### config.mk
export PLATFORM = sky130hd
export DESIGN_NAME = axi4_b_sender_arb
export DESIGN_NICKNAME = d
export VERILOG_FILES = /design/src/rtl/axi4_b_sender_arb.sv
export SDC_FILE = /design/constraint.sdc
export NUM_CORES = 1
export LEC_CHECK = 0
export BUFFER_PORTS_ARGS = -buffer_cell sky130_fd_sc_hd__buf_4
export CORE_ASPECT_RATIO = 1.5
export CORE_MARGIN = 2
export CORE_UTILIZATION = 41
export CTS_CLUSTER_DIAMETER = 30
export DETAILED_ROUTE_END_ITERATION = 8
export GPL_TIMING_DRIVEN = 0
export PLACE_DENSITY_LB_ADDON = 0.2
export SYNTH_ARGS = -nofsm -noshare
export SYNTH_HDL_FRONTEND = slang
export SYNTH_SLANG_ARGS = --single-unit
### constraint.sdc
create_clock -name axi4_aclk -period 2.9 [get_ports axi4_aclk]
set_input_delay 0.29 -clock axi4_aclk [delete_from_list [all_inputs] [get_ports axi4_aclk]]
set_output_delay 0.29 -clock axi4_aclk [all_outputs]
set_load 0.02 [all_outputs]
### src/rtl/axi4_b_sender_arb.sv
// axi4_b_sender_arb: merges queued dropped-write responses and forwarded master B responses onto one slave B port
module axi4_b_sender_arb #(
    parameter int          AXI_ID_WIDTH   = 10,
    parameter int          AXI_USER_WIDTH = 4,
    parameter int          DROP_DEPTH     = 4,
    parameter logic [1:0]  MISS_RESP      = 2'b10,
    parameter int          CNT_WIDTH      = 16
) (
    input  logic                            axi4_aclk,
    input  logic                            axi4_arstn,
    input  logic                            drop_i,
    output logic                            done_o,
    input  logic [AXI_ID_WIDTH-1:0]         id_i,
    input  logic                            prefetch_i,
    input  logic                            hit_i,
    output logic [AXI_ID_WIDTH-1:0]         s_axi4_bid,
    output logic [1:0]                      s_axi4_bresp,
    output logic                            s_axi4_bvalid,
    output logic [AXI_USER_WIDTH-1:0]       s_axi4_buser,
    input  logic                            s_axi4_bready,
    input  logic [AXI_ID_WIDTH-1:0]         m_axi4_bid,
    input  logic [1:0]                      m_axi4_bresp,
    input  logic                            m_axi4_bvalid,
    input  logic [AXI_USER_WIDTH-1:0]       m_axi4_buser,
    output logic                            m_axi4_bready,
    input  logic                            clr_cnt_i,
    output logic [CNT_WIDTH-1:0]            drop_cnt_o,
    output logic [$clog2(DROP_DEPTH):0]     fifo_level_o
);
    localparam int AW = $clog2(DROP_DEPTH);
    localparam int LW = AW + 1;
    localparam int EW = AXI_ID_WIDTH + 2;

    typedef enum logic [1:0] {IDLE, LOCK_DROP, LOCK_FWD} state_t;

    state_t                r_state, w_next;
    logic [EW-1:0]         r_mem [DROP_DEPTH];
    logic [AW-1:0]         r_wptr, r_rptr;
    logic [LW-1:0]         r_level;
    logic                  r_last_fwd;
    logic [CNT_WIDTH-1:0]  r_cnt;
    logic [EW-1:0]         w_head;
    logic                  w_push, w_pop, w_hs, w_d, w_f, w_gnt_drop, w_gnt_fwd;

    assign w_push       = drop_i & (r_level < LW'(DROP_DEPTH));
    assign done_o       = w_push;
    assign w_head       = r_mem[r_rptr];
    assign w_d          = r_level != '0;
    assign w_f          = m_axi4_bvalid;
    // In IDLE a tie goes to whichever source did not win the last handshake
    assign w_gnt_drop   = (r_state == LOCK_DROP) | ((r_state == IDLE) & w_d & (~w_f | r_last_fwd));
    assign w_gnt_fwd    = (r_state == LOCK_FWD)  | ((r_state == IDLE) & w_f & (~w_d | ~r_last_fwd));
    assign w_pop        = w_gnt_drop & s_axi4_bready;
    assign w_hs         = s_axi4_bvalid & s_axi4_bready;
    assign drop_cnt_o   = r_cnt;
    assign fifo_level_o = r_level;

    always_ff @(posedge axi4_aclk or negedge axi4_arstn) begin
        if (!axi4_arstn) r_state <= IDLE;
        else             r_state <= w_next;
    end

    always_comb begin
        w_next = IDLE;
        case (r_state)
            IDLE:      w_next = (w_gnt_drop & ~s_axi4_bready) ? LOCK_DROP :
                                (w_gnt_fwd  & ~s_axi4_bready) ? LOCK_FWD  : IDLE;
            LOCK_DROP: w_next = w_hs ? IDLE : LOCK_DROP;
            LOCK_FWD:  w_next = w_hs ? IDLE : LOCK_FWD;
            default:   w_next = IDLE;
        endcase
    end

    always_comb begin
        s_axi4_bvalid = 1'b0;
        s_axi4_bid    = '0;
        s_axi4_bresp  = 2'b00;
        s_axi4_buser  = '0;
        m_axi4_bready = 1'b0;
        if (w_gnt_drop) begin
            s_axi4_bvalid = 1'b1;
            s_axi4_bid    = w_head[AXI_ID_WIDTH-1:0];
            s_axi4_bresp  = (w_head[EW-1] & w_head[EW-2]) ? 2'b00 : MISS_RESP;
        end else if (w_gnt_fwd) begin
            s_axi4_bvalid = m_axi4_bvalid;
            s_axi4_bid    = m_axi4_bid;
            s_axi4_bresp  = m_axi4_bresp;
            s_axi4_buser  = m_axi4_buser;
            m_axi4_bready = s_axi4_bready;
        end
    end

    always_ff @(posedge axi4_aclk) begin
        if (w_push) r_mem[r_wptr] <= {prefetch_i, hit_i, id_i};
    end

    always_ff @(posedge axi4_aclk or negedge axi4_arstn) begin
        if (!axi4_arstn) begin
            r_wptr     <= '0;
            r_rptr     <= '0;
            r_level    <= '0;
            r_last_fwd <= 1'b1;
            r_cnt      <= '0;
        end else begin
            if (w_push) r_wptr <= r_wptr + 1'b1;
            if (w_pop)  r_rptr <= r_rptr + 1'b1;
            r_level <= r_level + LW'(w_push) - LW'(w_pop);
            if (w_hs) r_last_fwd <= w_gnt_fwd;
            if (clr_cnt_i)             r_cnt <= '0;
            else if (w_pop & ~&r_cnt)  r_cnt <= r_cnt + 1'b1;
        end
    end
endmodule

* Word-level counts from Yosys, hierarchy flattened *
Memories as Yosys holds them, arrays and structs flattened.
Cells that the tools add are included.

storage, ports and cells
  flip-flop bits (word level) = 26
  bits in writable memories = 48
  input bits = 34
  output and inout bits = 38
  logic and storage cells = 59
  memories kept = 1

cells by class
  $add $sub $neg = 5
  $lt $le $gt $ge = 1
  equal/unequal tests = 2
  multiplexer cells = 20
  bitwise logic cells = 19
  reduce and logical (&&, ||, !) cells = 5

memory list
  memory  depth  width  rd ports  clocked after Yosys merged registers in  write ports  line  text
  r_mem   4      12     1         0                                        1            37    logic [EW-1:0] r_mem [DROP_DEPTH];

operator list
  operator               number
  $mux 16                2
  $mux 10                2
  $add 16x1->16 const B  1
  $reduce_and 16->1      1
  $mux 2                 6
  $and 1x1->1            11
  $mux 4                 2
  $mux 1                 7
  $pmux 2 s3             1
  $add 2x1->2 const B    2
  $not 1->1              4
  $or 1x1->1             4
  $add 3x1->3            1
  $lt 3x3->1 const B     1
  $reduce_bool 3->1      1
  $sub 3x1->3            1
  $eq 2x1->1 const B     1
  $eq 2x2->1 const B     1
  $logic_not 2->1        1
  $reduce_bool 2->1      1
  $logic_not 1->1        1

* Longest topological paths before layout *
  depth after elaboration = 10
  depth in mapped cells = 11
  mapped depth without buffers = 10

* Worst setup path before layout *
No wires, ideal clock.

  kind = register to register
  start point = reg r_level[2] (netlist: fifo_level_o[2])
  end point = reg r_level[2] (netlist: fifo_level_o[2])
  arrival = 2.487 ns
  required time = 2.768 ns
  path slack = 0.281 ns
  cell stages (with the launch flop) = 12
  path buffers = 1
  period minus slack after synthesis = 2.619 ns
  path through = dfrtp_1 -> or3_1 -> a31oi_1 -> buf_2 -> inv_1 -> ha_1 -> inv_1 -> ha_1 -> inv_1 -> fa_1 -> xnor2_1 -> xnor2_1

between the ends
  word-level cells in the longest chain between the ends = 6

RTL lines
  what                      line  text
  from (decl)               39    logic [LW-1:0] r_level;
  from (signal assigned)    107   r_level <= r_level + LW'(w_push) - LW'(w_pop);
  $reduce_bool 3->1         48    assign w_d = r_level != '0;
  $and 1x1->1 (2 in a row)  51    assign w_gnt_drop = (r_state == LOCK_DROP) | ((r_state == IDLE) & w_d & (~w_f | r_last_fwd));
  $or 1x1->1                51
  $and 1x1->1               53    assign w_pop = w_gnt_drop & s_axi4_bready;
  named net w_pop           43    logic w_push, w_pop, w_hs, w_d, w_f, w_gnt_drop, w_gnt_fwd;
  $sub 3x1->3               107

The timed path passes the listed nets, and every way through them passes these cells.
A chain may end at the register's enable or synchronous reset.

* Final worst setup path *
  start point = reg r_rptr[0]
  end point = out s_axi4_bid[7]

between the ends
  word-level cells in the longest chain between the ends = 2

RTL lines
  what                    line  text
  from (decl)             38    logic [AW-1:0] r_wptr, r_rptr;
  from (signal assigned)  106   if (w_pop) r_rptr <= r_rptr + 1'b1;
  $mem_v2 4x12            --
  $mux 10                 80    if (w_gnt_drop) begin
  to (decl)               16    output logic [AXI_ID_WIDTH-1:0] s_axi4_bid,

No other way between the ends.

==> impl_results.md <==
- Outcome: finished, final reports clean
- Antenna violations before repair: 0
- Worst path arrival time: 2.37 ns
- Min-delay src: id_i[5]
- Max capacitance violation total: 0
- Placeable Area: 0.00806 mm^2
- Min Tclk post-route: 2.66 ns
- Clk Latency, worst-skew pair: 0.34 ns
- First-pass GRT wire length: 12000 um
- Clock Skew: 0.00621 ns
- R2r worst-path depth: 11
- Routed WL: 7630 um
- Final Max Tran Viols: 0
- Leakage: 1.74 nW
- Power Total: 0.00416 W
- Critical-path top delay cell: mux4_2
- Clock transition at path regs: 0.06 ns
- Post-DP HPWL: 5300 um
- # DRC: 0
- Post-DP Area: 0.00408 mm^2
- Worst slew pin tran: 0.647 ns
- Critical path launch point type: register
- Inserted Diodes: 0
- Main synth FF type: edfxtp_1
- Routed Antenna Nets: 0
- Synth area leaders: edfxtp_1, dfrtp_1, mux4_2, a22o_1, mux2_2
- Worst path max stage delay: 0.58 ns
- Reg-to-Reg Start: fifo_level_o[2]
- Syn Inst Count: 250
- DRT iter0 DRCs: 94
- Tcrit/Tclk final: 91.8%
- Fin util: 54.7%
- Syn_nets: 292
- IO Count: 72
- DR vias: 2403
- Yosys warns: 0
- Total global routing overflow: 0
- Final hold violations: 0
- Die ar.: 0.00910 mm^2
- GRT Total Usage: 17.8%
- R2r endpoint: fifo_level_o[2]
- Class of the worst hold path: input pin to register
- Sequential area share after synthesis: 61.2%
- Synth Register Bits: 74
- P&R area growth vs syn: 28.9%
- Crit path capture type: output pin
- Layout cells sized above 1: 33.4%
- Post-CTS setup buffers: 0
- Fmax: 376 MHz
- Critical-path cell list: buf_2, buf_1, mux4_2, a22o_1, buf_4
- Reg2Reg Setup Slack: 0.24 ns
- Syn avg cell area: 13.7 um^2
- GPL Wtd Cong: 0.884
- Nets: 375
- TritonCTS Buffers: 9
- Drt first pass iters: 4
- Worst Path Max Fanout: 10
- CTS tree: done
- EDFF count, synth: 48
- Row Count: 40
- Pwr dens: 943 mW/mm^2
- IO Port Bufs: 71
- Hold endpoint: r_mem[3][5]
- Die Span X: 78.6 um
- H-tree levels: 3
- Clock Sink Count: 74
- Die Ht: 116 um
- Avg WL per Cell: 17.2 um
- Hold depth: 1
- Worst path required time: 2.61 ns
- Setup WS pre-CTS: 0.111 ns
- Setup CP Type: register to output pin
- Post-Syn Area: 0.00342 mm^2
- Root Driver: clkbuf_16
- Max-slew headroom: 56.9%
- TNS Setup: 0 ns
- Post-synth top area share: 42.2%
- FFs w/ async S/R, synth: 35.1%
- Netlist cell types: 40
- Largest net degree at the start of global routing: 27
- Synth area leader: edfxtp_1
- Detail-routed via count per cell: 5.42
- Vias in the first global route: 2328
- Max clock buf depth: 2
- Maximum VDD drop: 0.668 mV
- PnR worst setup slack: 0.239 ns
- RSZ-0062 raised after global routing: false
- Initial Utilization: 42.4%
- Final setup violation count: 0
- Fin area: 0.00441 mm^2
==> repair_timing <==
item	CTS	global route
hold buffers	1	0
gates resized for setup	0	6
endpoints found under the setup margin	0	14
endpoints found under the hold margin	25	0
==> kinds of logic (layout without fill, tap and decap cells) <==
group	count (synthesis)	in the layout	synth area share [%]
xor+xnor	5	5	1.28
compound gates	43	43	9.18
buf+inv	23	111	2.67
mux	19	19	9.51
flops	74	74	61.2
fa+ha+maj	8	8	3.15
simple gates	78	78	13.0
==> through the flow <==
step / instances / hold WS (ns)
after floorplan: 250 / -0.00559
after global placement: 426 / 0.232
after detailed placement: 426 / 0.235
after CTS: 443 / 0.140
after global routing: 443 / 0.149
final: 443 / 0.153
==> worst max-delay path by stage <==
stage / slack [ns] / cells past startpoint / end / startpoint
after floorplan: 0.28 / 11 / fifo_level_o[2] / fifo_level_o[2]
after global placement: 0.12 / 11 / fifo_level_o[2] / fifo_level_o[2]
after detailed placement: 0.11 / 11 / fifo_level_o[2] / fifo_level_o[2]
after CTS: 0.09 / 6 / s_axi4_bid[6] / fifo_level_o[2]
after global routing: 0.03 / 11 / fifo_level_o[2] / fifo_level_o[2]
final: 0.24 / 5 / s_axi4_bid[7] / r_rptr[0]
==> critical path, delay by kind of cell, from the launching register on <==
| family | cells | cell delay, ns |
|---|---|---|
| AO/OA/AOI/OAI | 1 | 0.22 |
| buffers and inverters | 3 | 0.91 |
| flip-flops | 1 | 0.33 |
| multiplexers | 1 | 0.58 |
==> cell type report <==
type	instances	area, um^2
multi-input combinational	153	1250
clock buffer	10	229
clock inverter	6	67.6
buffer	12	56.3
timing repair buffer	72	543
tap	105	131
sequential	74	2090
inverter	11	41.3
fill	689	3650
==> layout by cell type (no fill, tap or decap), drive strengths merged, types with 2 or more instances in the layout <==
cell type / n
nand2: 5
nor2b: 10
o211ai: 2
o21ai: 3
nand2b: 3
a211oi: 5
dfrtp: 25
a22o: 11
and3: 2
clkinv: 4
buf: 76
edfxtp: 48
nand4: 5
o31ai: 7
inv: 11
clkbuf: 17
nand3: 11
ha: 7
or4: 7
and2: 11
nor3: 2
nor4: 5
mux4: 10
xnor2: 4
mux2: 8
a21oi: 10
nor2: 13
==> power by group <==
part	switching (W)	total, W	internal [W]
logic	0.000896	0.00161	0.000712
clock network	0.000433	0.00110	0.000667
registers	0.000127	0.00145	0.00132
total	0.00146	0.00416	0.00270
==> cells in the mapped netlist, drive strengths merged (2+ instances only) <==
cell / number
nand4: 5
mux4: 10
a211oi: 5
nor4: 5
o21ai: 3
inv: 11
nand3: 11
a21oi: 10
and3: 2
nand2: 5
ha: 7
buf: 5
nand2b: 3
nor2: 13
edfxtp: 48
dfrtp: 25
o31ai: 7
and2: 11
nor2b: 10
mux2: 8
nor3: 2
a22o: 11
clkbuf: 7
xnor2: 4
or4: 7
o211ai: 2
==> routing by layer <==
layer	GRT usage (%)	vias up	wire length [um]
met1	20.4	1189	2960
met4	7.72	0	141
li1	-	1128	-
met2	31.2	72	4160
met5	0	-	0
met3	4.67	14	369
==> sequential cells by signal, summed over array words and instances (netlist names) <==
| register | count |
|---|---|
| drop_cnt_o | 16 |
| fifo_level_o | 3 |
| r_state | 2 |
| r_last_fwd | 1 |
| r_mem | 48 |
| r_wptr | 2 |
| r_rptr | 2 |
No activity file was read; power rests on OpenSTA's default activity.
